`config.mk`:
```
export PLATFORM = sky130hd
export DESIGN_NAME = frame_buf_mem_arbiter_flat
export DESIGN_NICKNAME = d
export VERILOG_FILES = /design/src/rtl/frame_buf_pkg.sv /design/src/rtl/frame_buf_mem_arbiter_if.sv /design/src/rtl/frame_buf_mem_arbiter_rd_credit_counter.sv /design/src/rtl/frame_buf_mem_arbiter.sv /design/src/flat_wrapper.sv
export SDC_FILE = /design/constraint.sdc
export NUM_CORES = 1
export LEC_CHECK = 0
export CAP_MARGIN = 30
export CORE_MARGIN = 10
export CORE_UTILIZATION = 33
export DETAILED_ROUTE_END_ITERATION = 12
export PLACE_DENSITY = 0.95
export SYNTH_ARGS = -nofsm -noshare
export SYNTH_HDL_FRONTEND = slang
export SYNTH_SLANG_ARGS = --single-unit
```
`constraint.sdc`:
```
create_clock -name clk -period 7.3 [get_ports clk]
set_clock_uncertainty 0.2 [all_clocks]
set_input_delay 1.46 -clock clk [delete_from_list [all_inputs] [get_ports clk]]
set_output_delay 1.46 -clock clk [all_outputs]
set_load 0.005 [all_outputs]
```
`src/rtl/frame_buf_pkg.sv`:
```
// -----------------------------------------------------------------------------
// frame_buf_pkg
// Definitions shared by the frame buffer memory arbiter and its sub-blocks.
//   - Polarity constants for active-low (_L) and active-high (_H) controls.
//   - Arbiter state encoding (IDLE / WRITE / READ).
//   - Grant encoding for the round-robin history (WR / RD).
// -----------------------------------------------------------------------------
package frame_buf_pkg;

   localparam logic ASSERT_L   = 1'b0;
   localparam logic DEASSERT_L = 1'b1;
   localparam logic ASSERT_H   = 1'b1;
   localparam logic DEASSERT_H = 1'b0;

   typedef enum logic [1:0] {
      IDLE  = 2'd0,
      WRITE = 2'd1,
      READ  = 2'd2
   } arb_state_t;

   typedef enum logic {
      WR = 1'b0,
      RD = 1'b1
   } grant_t;

   // Side that wins a tie: whichever did not hold the port last.
   function automatic grant_t opposite_grant(input grant_t g);
      return (g == WR) ? RD : WR;
   endfunction

endpackage : frame_buf_pkg

```
`src/rtl/frame_buf_mem_arbiter_if.sv`:
```
// -----------------------------------------------------------------------------
// Bus interfaces around frame_buf_mem_arbiter.
//
// fb_mem_if  : frame buffer <-> arbiter.
//   master = frame buffer (drives wr_en/rd_en, addresses, write data)
//   slave  = arbiter      (drives wr_rdy/rd_rdy, rd_data, rd_data_valid)
//
// avl_mm_if  : arbiter <-> external memory Avalon-MM port.
//   master = arbiter (drives avl_write_req/avl_read_req, avl_addr, avl_wdata)
//   slave  = memory  (drives avl_ready, avl_rdata, avl_rdata_valid)
//
// Handshake rules:
//   wr_en/rd_en are active-low requests. A beat/command is transferred in any
//   cycle where the request is presented and the acceptor is ready: on the
//   memory side avl_*_req & avl_ready, mirrored back to the frame buffer as
//   wr_rdy/rd_rdy in the same cycle. The requester holds address and data
//   stable until it sees the matching ready. Read data returns later on
//   avl_rdata_valid with no back-pressure and is forwarded one cycle later
//   on rd_data_valid.
// -----------------------------------------------------------------------------
interface fb_mem_if #(
   parameter int ADDR_WIDTH = 29,
   parameter int DATA_WIDTH = 32
);
   logic                  wr_en;
   logic [ADDR_WIDTH-1:0] wr_addr;
   logic [DATA_WIDTH-1:0] wr_data;
   logic                  rd_en;
   logic [ADDR_WIDTH-1:0] rd_addr;
   logic                  wr_rdy;
   logic                  rd_rdy;
   logic [DATA_WIDTH-1:0] rd_data;
   logic                  rd_data_valid;

   modport master (
      output wr_en, wr_addr, wr_data, rd_en, rd_addr,
      input  wr_rdy, rd_rdy, rd_data, rd_data_valid
   );

   modport slave (
      input  wr_en, wr_addr, wr_data, rd_en, rd_addr,
      output wr_rdy, rd_rdy, rd_data, rd_data_valid
   );
endinterface : fb_mem_if

interface avl_mm_if #(
   parameter int ADDR_WIDTH = 29,
   parameter int DATA_WIDTH = 32
);
   logic                  avl_ready;
   logic                  avl_write_req;
   logic                  avl_read_req;
   logic [ADDR_WIDTH-1:0] avl_addr;
   logic [DATA_WIDTH-1:0] avl_wdata;
   logic [DATA_WIDTH-1:0] avl_rdata;
   logic                  avl_rdata_valid;

   modport master (
      output avl_write_req, avl_read_req, avl_addr, avl_wdata,
      input  avl_ready, avl_rdata, avl_rdata_valid
   );

   modport slave (
      input  avl_write_req, avl_read_req, avl_addr, avl_wdata,
      output avl_ready, avl_rdata, avl_rdata_valid
   );
endinterface : avl_mm_if

```
`src/rtl/frame_buf_mem_arbiter_rd_credit_counter.sv`:
```
// -----------------------------------------------------------------------------
// rd_credit_counter
// Counts read commands in flight to the memory and raises a sticky underflow
// flag when a read return arrives that nothing is waiting for.
//
// Ports:
//   clk, reset    : clock, synchronous active-high reset
//   issue_i       : a read command was accepted this cycle (+1)
//   return_i      : a read beat returned this cycle (-1)
//   count_o       : reads currently in flight
//   can_issue_o   : count below MAX_RD_OUTSTANDING
//   underflow_o   : sticky, set by a return with zero in flight; reset clears
// -----------------------------------------------------------------------------
module rd_credit_counter #(
   parameter int MAX_RD_OUTSTANDING = 16,
   parameter int CNT_WIDTH          = 5
) (
   input  logic                 clk,
   input  logic                 reset,
   input  logic                 issue_i,
   input  logic                 return_i,
   output logic [CNT_WIDTH-1:0] count_o,
   output logic                 can_issue_o,
   output logic                 underflow_o
);

   localparam logic [CNT_WIDTH-1:0] LIMIT   = CNT_WIDTH'(MAX_RD_OUTSTANDING);
   localparam logic [CNT_WIDTH-1:0] CNT_ONE = CNT_WIDTH'(1);

   logic [CNT_WIDTH-1:0] count_q, count_d;
   logic                 err_q, err_d;

   // Issue and return in the same cycle cancel out, even at zero, so that
   // case never counts as an underflow.
   always_comb begin
      count_d = count_q;
      err_d   = err_q;
      if (issue_i && !return_i) begin
         count_d = count_q + CNT_ONE;
      end else if (!issue_i && return_i) begin
         if (count_q == '0) begin
            err_d = 1'b1;
         end else begin
            count_d = count_q - CNT_ONE;
         end
      end
   end

   always_ff @(posedge clk) begin
      if (reset) begin
         count_q <= '0;
         err_q   <= 1'b0;
      end else begin
         count_q <= count_d;
         err_q   <= err_d;
      end
   end

   assign count_o     = count_q;
   assign can_issue_o = (count_q < LIMIT);
   assign underflow_o = err_q;

endmodule : rd_credit_counter

```
`src/rtl/frame_buf_mem_arbiter.sv`:
```
// -----------------------------------------------------------------------------
// frame_buf_mem_arbiter
// Shares one Avalon-MM memory port between the frame buffer write channel
// (camera fill) and read channel (display drain). Round-robin grant with a
// burst quantum of BURST_LEN accepted beats per grant; per-beat ready back to
// the frame buffer; outstanding read tracking; registered read data return.
//
// Ports:
//   clk, reset      : single clock, synchronous active-high reset
//   fb              : fb_mem_if.slave  (wr_en/rd_en active-low, addresses,
//                     wr_data in; wr_rdy/rd_rdy, rd_data, rd_data_valid out)
//   avl             : avl_mm_if.master (command/address/wdata out; ready,
//                     rdata, rdata_valid in)
//   rd_outstanding  : reads in flight
//   err_underflow   : sticky, read return seen with nothing outstanding
//   dbg_state       : current arbiter state
// -----------------------------------------------------------------------------
module frame_buf_mem_arbiter
   import frame_buf_pkg::*;
#(
   parameter int DATA_WIDTH         = 32,
   parameter int ADDR_WIDTH         = 29,
   parameter int BURST_LEN          = 8,
   parameter int MAX_RD_OUTSTANDING = 16,
   parameter int CNT_WIDTH          = 5
) (
   input  logic                 clk,
   input  logic                 reset,
   fb_mem_if.slave              fb,
   avl_mm_if.master             avl,
   output logic [CNT_WIDTH-1:0] rd_outstanding,
   output logic                 err_underflow,
   output arb_state_t           dbg_state
);

   // quantum_q counts beats accepted earlier in the current grant, so the
   // accept that finds it at BURST_LEN-1 is the last one of the grant.
   localparam logic [CNT_WIDTH-1:0] QUANTUM_LAST = CNT_WIDTH'(BURST_LEN - 1);
   localparam logic [CNT_WIDTH-1:0] CNT_ONE      = CNT_WIDTH'(1);

   arb_state_t           state_q;
   grant_t               last_grant_q;
   logic [CNT_WIDTH-1:0] quantum_q;

   logic                  wr_req, rd_req, rd_can_issue;
   logic                  write_req_c, read_req_c;
   logic                  wr_accept, rd_accept;
   logic [ADDR_WIDTH-1:0] cmd_addr_c;
   logic [DATA_WIDTH-1:0] cmd_wdata_c;
   logic [DATA_WIDTH-1:0] rd_data_q;
   logic                  rd_data_valid_q;

   // ---------------------------------------------------------------------
   // Eligibility. Reads are held back once the in-flight limit is reached.
   // ---------------------------------------------------------------------
   assign wr_req = (fb.wr_en == ASSERT_L);
   assign rd_req = (fb.rd_en == ASSERT_L) && rd_can_issue;

   // Commands follow the request combinationally while the side holds the
   // grant, so a stalled command (avl_ready low) keeps its address and data
   // exactly as the frame buffer holds them.
   assign write_req_c = (state_q == WRITE) && wr_req;
   assign read_req_c  = (state_q == READ)  && rd_req;
   assign wr_accept   = write_req_c && avl.avl_ready;
   assign rd_accept   = read_req_c  && avl.avl_ready;

   always_comb begin
      cmd_addr_c  = '0;
      cmd_wdata_c = '0;
      case (state_q)
         WRITE: begin
            cmd_addr_c  = fb.wr_addr;
            cmd_wdata_c = fb.wr_data;
         end
         READ: begin
            cmd_addr_c  = fb.rd_addr;
         end
         default: begin
            cmd_addr_c  = '0;
            cmd_wdata_c = '0;
         end
      endcase
   end

   assign avl.avl_write_req = write_req_c;
   assign avl.avl_read_req  = read_req_c;
   assign avl.avl_addr      = cmd_addr_c;
   assign avl.avl_wdata     = cmd_wdata_c;
   assign fb.wr_rdy         = wr_accept;
   assign fb.rd_rdy         = rd_accept;

   // ---------------------------------------------------------------------
   // Arbiter FSM. A grant always passes through IDLE, which costs one cycle
   // between grants but keeps the command path a pure decode of state_q.
   // ---------------------------------------------------------------------
   always_ff @(posedge clk) begin
      if (reset) begin
         state_q      <= IDLE;
         last_grant_q <= WR;
         quantum_q    <= '0;
      end else begin
         case (state_q)
            IDLE: begin
               quantum_q <= '0;
               if (wr_req && rd_req) begin
                  state_q <= (opposite_grant(last_grant_q) == RD) ? READ : WRITE;
               end else if (wr_req) begin
                  state_q <= WRITE;
               end else if (rd_req) begin
                  state_q <= READ;
               end
            end
            WRITE: begin
               if (!wr_req) begin
                  state_q      <= IDLE;
                  last_grant_q <= WR;
               end else if (wr_accept) begin
                  if (quantum_q == QUANTUM_LAST) begin
                     state_q      <= IDLE;
                     last_grant_q <= WR;
                  end else begin
                     quantum_q <= quantum_q + CNT_ONE;
                  end
               end
            end
            READ: begin
               // rd_req drops either on rd_en or on hitting the read limit;
               // both release the port.
               if (!rd_req) begin
                  state_q      <= IDLE;
                  last_grant_q <= RD;
               end else if (rd_accept) begin
                  if (quantum_q == QUANTUM_LAST) begin
                     state_q      <= IDLE;
                     last_grant_q <= RD;
                  end else begin
                     quantum_q <= quantum_q + CNT_ONE;
                  end
               end
            end
            default: begin
               state_q <= IDLE;
            end
         endcase
      end
   end

   assign dbg_state = state_q;

   // ---------------------------------------------------------------------
   // Outstanding read tracking.
   // ---------------------------------------------------------------------
   rd_credit_counter #(
      .MAX_RD_OUTSTANDING (MAX_RD_OUTSTANDING),
      .CNT_WIDTH          (CNT_WIDTH)
   ) u_rd_credit (
      .clk         (clk),
      .reset       (reset),
      .issue_i     (rd_accept),
      .return_i    (avl.avl_rdata_valid),
      .count_o     (rd_outstanding),
      .can_issue_o (rd_can_issue),
      .underflow_o (err_underflow)
   );

   // ---------------------------------------------------------------------
   // Read return: one register stage, forwarded unconditionally (also for
   // unexpected returns that raise the underflow flag).
   // ---------------------------------------------------------------------
   always_ff @(posedge clk) begin
      if (reset) begin
         rd_data_q       <= '0;
         rd_data_valid_q <= DEASSERT_H;
      end else begin
         rd_data_q       <= avl.avl_rdata;
         rd_data_valid_q <= avl.avl_rdata_valid;
      end
   end

   assign fb.rd_data       = rd_data_q;
   assign fb.rd_data_valid = rd_data_valid_q;

endmodule : frame_buf_mem_arbiter
```
`src/flat_wrapper.sv`:
```
// flat-port wrapper written by rule: the top's interface ports become plain ports
module frame_buf_mem_arbiter_flat import frame_buf_pkg::*;
#(
   parameter int DATA_WIDTH         = 32,
   parameter int ADDR_WIDTH         = 29,
   parameter int BURST_LEN          = 8,
   parameter int MAX_RD_OUTSTANDING = 16,
   parameter int CNT_WIDTH          = 5
)
  (clk, reset, rd_outstanding, err_underflow, dbg_state, fb_wr_en, fb_wr_addr, fb_wr_data, fb_rd_en, fb_rd_addr, fb_wr_rdy, fb_rd_rdy, fb_rd_data, fb_rd_data_valid, avl_avl_write_req, avl_avl_read_req, avl_avl_addr, avl_avl_wdata, avl_avl_ready, avl_avl_rdata, avl_avl_rdata_valid);
  fb_mem_if #(.ADDR_WIDTH(ADDR_WIDTH), .DATA_WIDTH(DATA_WIDTH)) fb_i ();
  avl_mm_if #(.ADDR_WIDTH(ADDR_WIDTH), .DATA_WIDTH(DATA_WIDTH)) avl_i ();
  input  logic clk;
  input  logic reset;
  output logic [CNT_WIDTH-1:0] rd_outstanding;
  output logic err_underflow;
  output arb_state_t dbg_state;
  input wire logic [$bits(fb_i.wr_en)-1:0] fb_wr_en;
  input wire logic [$bits(fb_i.wr_addr)-1:0] fb_wr_addr;
  input wire logic [$bits(fb_i.wr_data)-1:0] fb_wr_data;
  input wire logic [$bits(fb_i.rd_en)-1:0] fb_rd_en;
  input wire logic [$bits(fb_i.rd_addr)-1:0] fb_rd_addr;
  output wire logic [$bits(fb_i.wr_rdy)-1:0] fb_wr_rdy;
  output wire logic [$bits(fb_i.rd_rdy)-1:0] fb_rd_rdy;
  output wire logic [$bits(fb_i.rd_data)-1:0] fb_rd_data;
  output wire logic [$bits(fb_i.rd_data_valid)-1:0] fb_rd_data_valid;
  output wire logic [$bits(avl_i.avl_write_req)-1:0] avl_avl_write_req;
  output wire logic [$bits(avl_i.avl_read_req)-1:0] avl_avl_read_req;
  output wire logic [$bits(avl_i.avl_addr)-1:0] avl_avl_addr;
  output wire logic [$bits(avl_i.avl_wdata)-1:0] avl_avl_wdata;
  input wire logic [$bits(avl_i.avl_ready)-1:0] avl_avl_ready;
  input wire logic [$bits(avl_i.avl_rdata)-1:0] avl_avl_rdata;
  input wire logic [$bits(avl_i.avl_rdata_valid)-1:0] avl_avl_rdata_valid;
  assign fb_i.wr_en = fb_wr_en;
  assign fb_i.wr_addr = fb_wr_addr;
  assign fb_i.wr_data = fb_wr_data;
  assign fb_i.rd_en = fb_rd_en;
  assign fb_i.rd_addr = fb_rd_addr;
  assign fb_wr_rdy = fb_i.wr_rdy;
  assign fb_rd_rdy = fb_i.rd_rdy;
  assign fb_rd_data = fb_i.rd_data;
  assign fb_rd_data_valid = fb_i.rd_data_valid;
  assign avl_avl_write_req = avl_i.avl_write_req;
  assign avl_avl_read_req = avl_i.avl_read_req;
  assign avl_avl_addr = avl_i.avl_addr;
  assign avl_avl_wdata = avl_i.avl_wdata;
  assign avl_i.avl_ready = avl_avl_ready;
  assign avl_i.avl_rdata = avl_avl_rdata;
  assign avl_i.avl_rdata_valid = avl_avl_rdata_valid;
  frame_buf_mem_arbiter #(.DATA_WIDTH(DATA_WIDTH), .ADDR_WIDTH(ADDR_WIDTH), .BURST_LEN(BURST_LEN), .MAX_RD_OUTSTANDING(MAX_RD_OUTSTANDING), .CNT_WIDTH(CNT_WIDTH)) u_core (.clk(clk), .reset(reset), .fb(fb_i), .avl(avl_i), .rd_outstanding(rd_outstanding), .err_underflow(err_underflow), .dbg_state(dbg_state));
endmodule
```
==> results.txt <==
The sequential share of power was 29.5%. The power density of the placed cells came out at 209.1 mW/mm^2. Total via count in the routed design: 2,905. STA classifies the critical path endpoint as an output port.

TritonCTS built the clock tree. Arrival time reported for the critical path endpoint: 2.95 ns. Synthesis inferred 47 register bits. The type of the most critical hold path is reg2reg.

The count of nets left with antenna violations once routing finished came out at 0. The power share of the clock group was 19.0%; the switching power was 346.7 uW. Cell taking the most area after synthesis: sky130_fd_sc_hd__dfxtp_1. In this run the count of I/O pins placed on the die edge is 234. At the end of routability-driven placement, the weighted congestion stood at 0.8831.

By count the netlist is led by sky130_fd_sc_hd__nor2b_1 (62), sky130_fd_sc_hd__dfxtp_1 (47), sky130_fd_sc_hd__and2_1 (33). The tool flagged a number of max-cap violations equal to 0. Synthesis instantiated 44 different standard cells from the library. The run gives 34.31% as the effective utilization at floorplan.

For this run, the leading register cell type out of synthesis is sky130_fd_sc_hd__dfxtp_1. For the number of cell rows, the log shows 31. Number of I/O port buffers: 233.

Summing the sequential cell areas from Yosys gives 37.21% of the chip area. The final routed wire length divided by cell count is 18.47 microns. Across the VDD grid, the largest voltage drop is 124.6 uV. Of the cells placed in the final design, the portion with a size suffix greater than 1 is 3.502%. The worst setup path is launched from a primary input. For this block, the routed nets add up to 11,330 microns of wire. Setup violations remaining at the end of the flow were counted as 0.

Prior to clock tree synthesis, the placed netlist has a worst setup slack of 2.662 ns. In this run the static leakage power is 0.001831 uW. Entering global routing, the biggest net connects 67 pins. The critical path is of the in2out type.

The run finished with clean final reports. The post-synth design cell area was 0.002529 sq mm. The logs give 9513 microns for the detailed placement HPWL and 0 for the number of cells upsized or downsized after cts.

The number of pins with negative max-slew slack in the final report was 0. The die height was 107.5 microns; the maximum clock path buffer count was 2. The overall power of the completed layout came out at 1058 uW.

Total number of clock tree sinks: 47. The total area inside the core boundary comes to 0.007370 sq mm. The first global-routing pass estimated 16,930 microns of wire. The count of flip-flops with a built-in enable after synthesis is 0, and the worst setup slack after layout is 2.685 ns. CTS placed an instance of sky130_fd_sc_hd__clkbuf_8 at the clock tree root. The run gives 0 as the number of design rule violations left after detail routing. Post-CTS timing repair inserted 0 buffers for setup. In this run, the number of DRC markers left after iteration 0 of detailed routing was 135. For the data required time at the worst endpoint, the log shows 5.64 ns. The number of global-route vias before repair came out at 3,022. The run gives 430 as the number of nets produced by synthesis.

The logs give 32.85% for the worst-case headroom to the max-slew limit and 0.30 ns for the insertion delay to the later sink of the worst-skew pair. The logs give 605 for the number of cells in the design after placement and 51.5% for the share of power burned in combinational logic. At the end of the flow, the number of nets in the layout was 652. In the synthesized netlist the async set-or-reset flop fraction comes to 0%.

The part of the cycle the worst path needs works out to 63.22%. Transition time at the pin with the least slew margin: 1.007 ns. The fraction of power spent switching nets is 32.75%.

For the maximum clock frequency, the log shows 216.7 MHz. Synthesis produced a netlist whose cell count is 291. The total inserted antenna cells came out at 0. TritonCTS created 5 clock buffers. The tools report the length of the first detailed-routing pass in iterations as 4.

After filler insertion, the fill cell instance count of the layout stands at 564. The filler-free cell count of the finished design was 613; the die width was 107.5 microns. The number of vias per cell was 4.739. The logs give 2 for the count of H-tree levels built during CTS and 0 for the number of buffers added to fix hold violations after cts. Design internal power: 711.8 uW. The aggregate negative setup slack was 0 ns; the area added between synthesis and finish was 100.1%.

The top cell type's share of synthesized area is 37.21%, and the maximum fanout count along the critical path is 4. Ranked by total cell area, the synthesized netlist is headed by sky130_fd_sc_hd__dfxtp_1 (37%), sky130_fd_sc_hd__nor2b_1 (15%), sky130_fd_sc_hd__a22oi_1 (8.9%). The logs give 0 for the count of endpoints failing hold in the final timing report and 0.2934 ns for the tightest hold margin.

The final critical delay including setup and external delays works out to 4.615 ns. The total overflow left after global routing is 0. Global routing used 18.34% of the available tracks. The initial antenna violation count was 0; the clock transition time at the flip-flop clock pins of the worst setup and hold paths was 0.08 ns. In the post-synthesis netlist, the cell with the most instances is sky130_fd_sc_hd__nor2b_1. The run gives 0 as the Yosys warning count.

The mean area per synthesized cell is 8.690 sq um. Setup repair after global routing left no endpoint under its margin. For the full die area, the log shows 0.01156 sq mm.
power by group through the flow:
| stage | combinational [uW] | sequential, uW | clock (uW) |
|---|---|---|---|
| detailed placement | 544 | 318 | 0 |
| CTS | 549 | 312 | 207 |
| global placement | 515 | 315 | 0 |
| floorplan | 268 | 315 | 0 |
| global route | 592 | 317 | 218 |
| finish | 545 | 312 | 201 |
sequential cells by signal (all words and copies together) (netlist names):
signal,count
u_core.quantum_q,5
u_core.fb.rd_data_valid,1
u_core.u_rd_credit.count_o,5
u_core.last_grant_q,1
u_core.dbg_state,2
u_core.fb.rd_data,32
u_core.u_rd_credit.underflow_o,1
cell families (layout without fill, tap and decap cells):
logic type      count (synthesis)  count (layout)  synth area share [%]
fa+ha+maj                      11              11                 5.740
mux                             1               1                0.3959
buf+inv                        32             255                 4.750
compound gates                 64              64                 18.95
xor+xnor                        2               2                0.6929
flops                          47              47                 37.21
simple gates                  134             134                 32.26
path summary, 6_finish.rpt:
path	start	end	slack, ns	depth (start not counted)
worst min-delay path	u_core.last_grant_q$_SDFFE_PP0P_	u_core.last_grant_q$_SDFFE_PP0P_	0.29	2
worst min register to register	u_core.last_grant_q$_SDFFE_PP0P_	u_core.last_grant_q$_SDFFE_PP0P_	0.29	2
worst max register to register	u_core.dbg_state[0]$_SDFFE_PP0P_	u_core.u_rd_credit.count_o[4]$_SDFFE_PP0P_	3.84	12
worst max-delay path	fb_rd_en	fb_rd_rdy	2.69	5
critical path, stage by stage:
cell	delay, ns
sky130_fd_sc_hd__clkdlybuf4s50_1	0.49
sky130_fd_sc_hd__nor3b_4	0.26
sky130_fd_sc_hd__nand2_1	0.12
sky130_fd_sc_hd__inv_2	0.10
sky130_fd_sc_hd__clkdlybuf4s50_1	0.54
metal layers:
metal	GRT usage (%)	vias to the layer above	wire, microns
li1	-	1440	-
met1	18.86	1340	4041
met2	34.87	111	6325
met3	5.629	14	740
met4	4.771	0	218
met5	0	-	0
per-stage QoR:
step | instance area [sq um] | util (%)
finish | 5061 | 68.68
detailed placement | 4940 | 67.03
global placement | 4907 | 66.59
global route | 5061 | 68.68
floorplan | 2529 | -
CTS | 5061 | 68.68
layout make-up:
| type | instances | area [sq um] | share of cell area, % |
|---|---|---|---|
| Clock inverter | 2 | 38.79 | 0.7664 |
| Clock buffer | 6 | 82.58 | 1.632 |
| Sequential cell | 47 | 940.9 | 18.59 |
| Multi-Input combinational cell | 212 | 1470 | 29.05 |
| Inverter | 12 | 45.04 | 0.8900 |
| Timing Repair Buffer | 235 | 2360 | 46.63 |
| Tap cell | 99 | 123.9 | 2.447 |
cells in the final DEF (no fill, tap or decap), drive strengths merged, types with 4 or more instances in the layout:
cell type      Yosys  final
clkdlybuf4s50      0    232
nor2               6      6
nand2             12     12
inv               12     13
o21ai              5      5
nand2b             4      4
clkbuf            20      6
a211o              4      4
a22oi             30     30
dfxtp             47     47
and2              33     33
ha                10     10
a21oi              7      7
nor2b             62     62
Note: power is estimated with default switching activity, not from simulation.
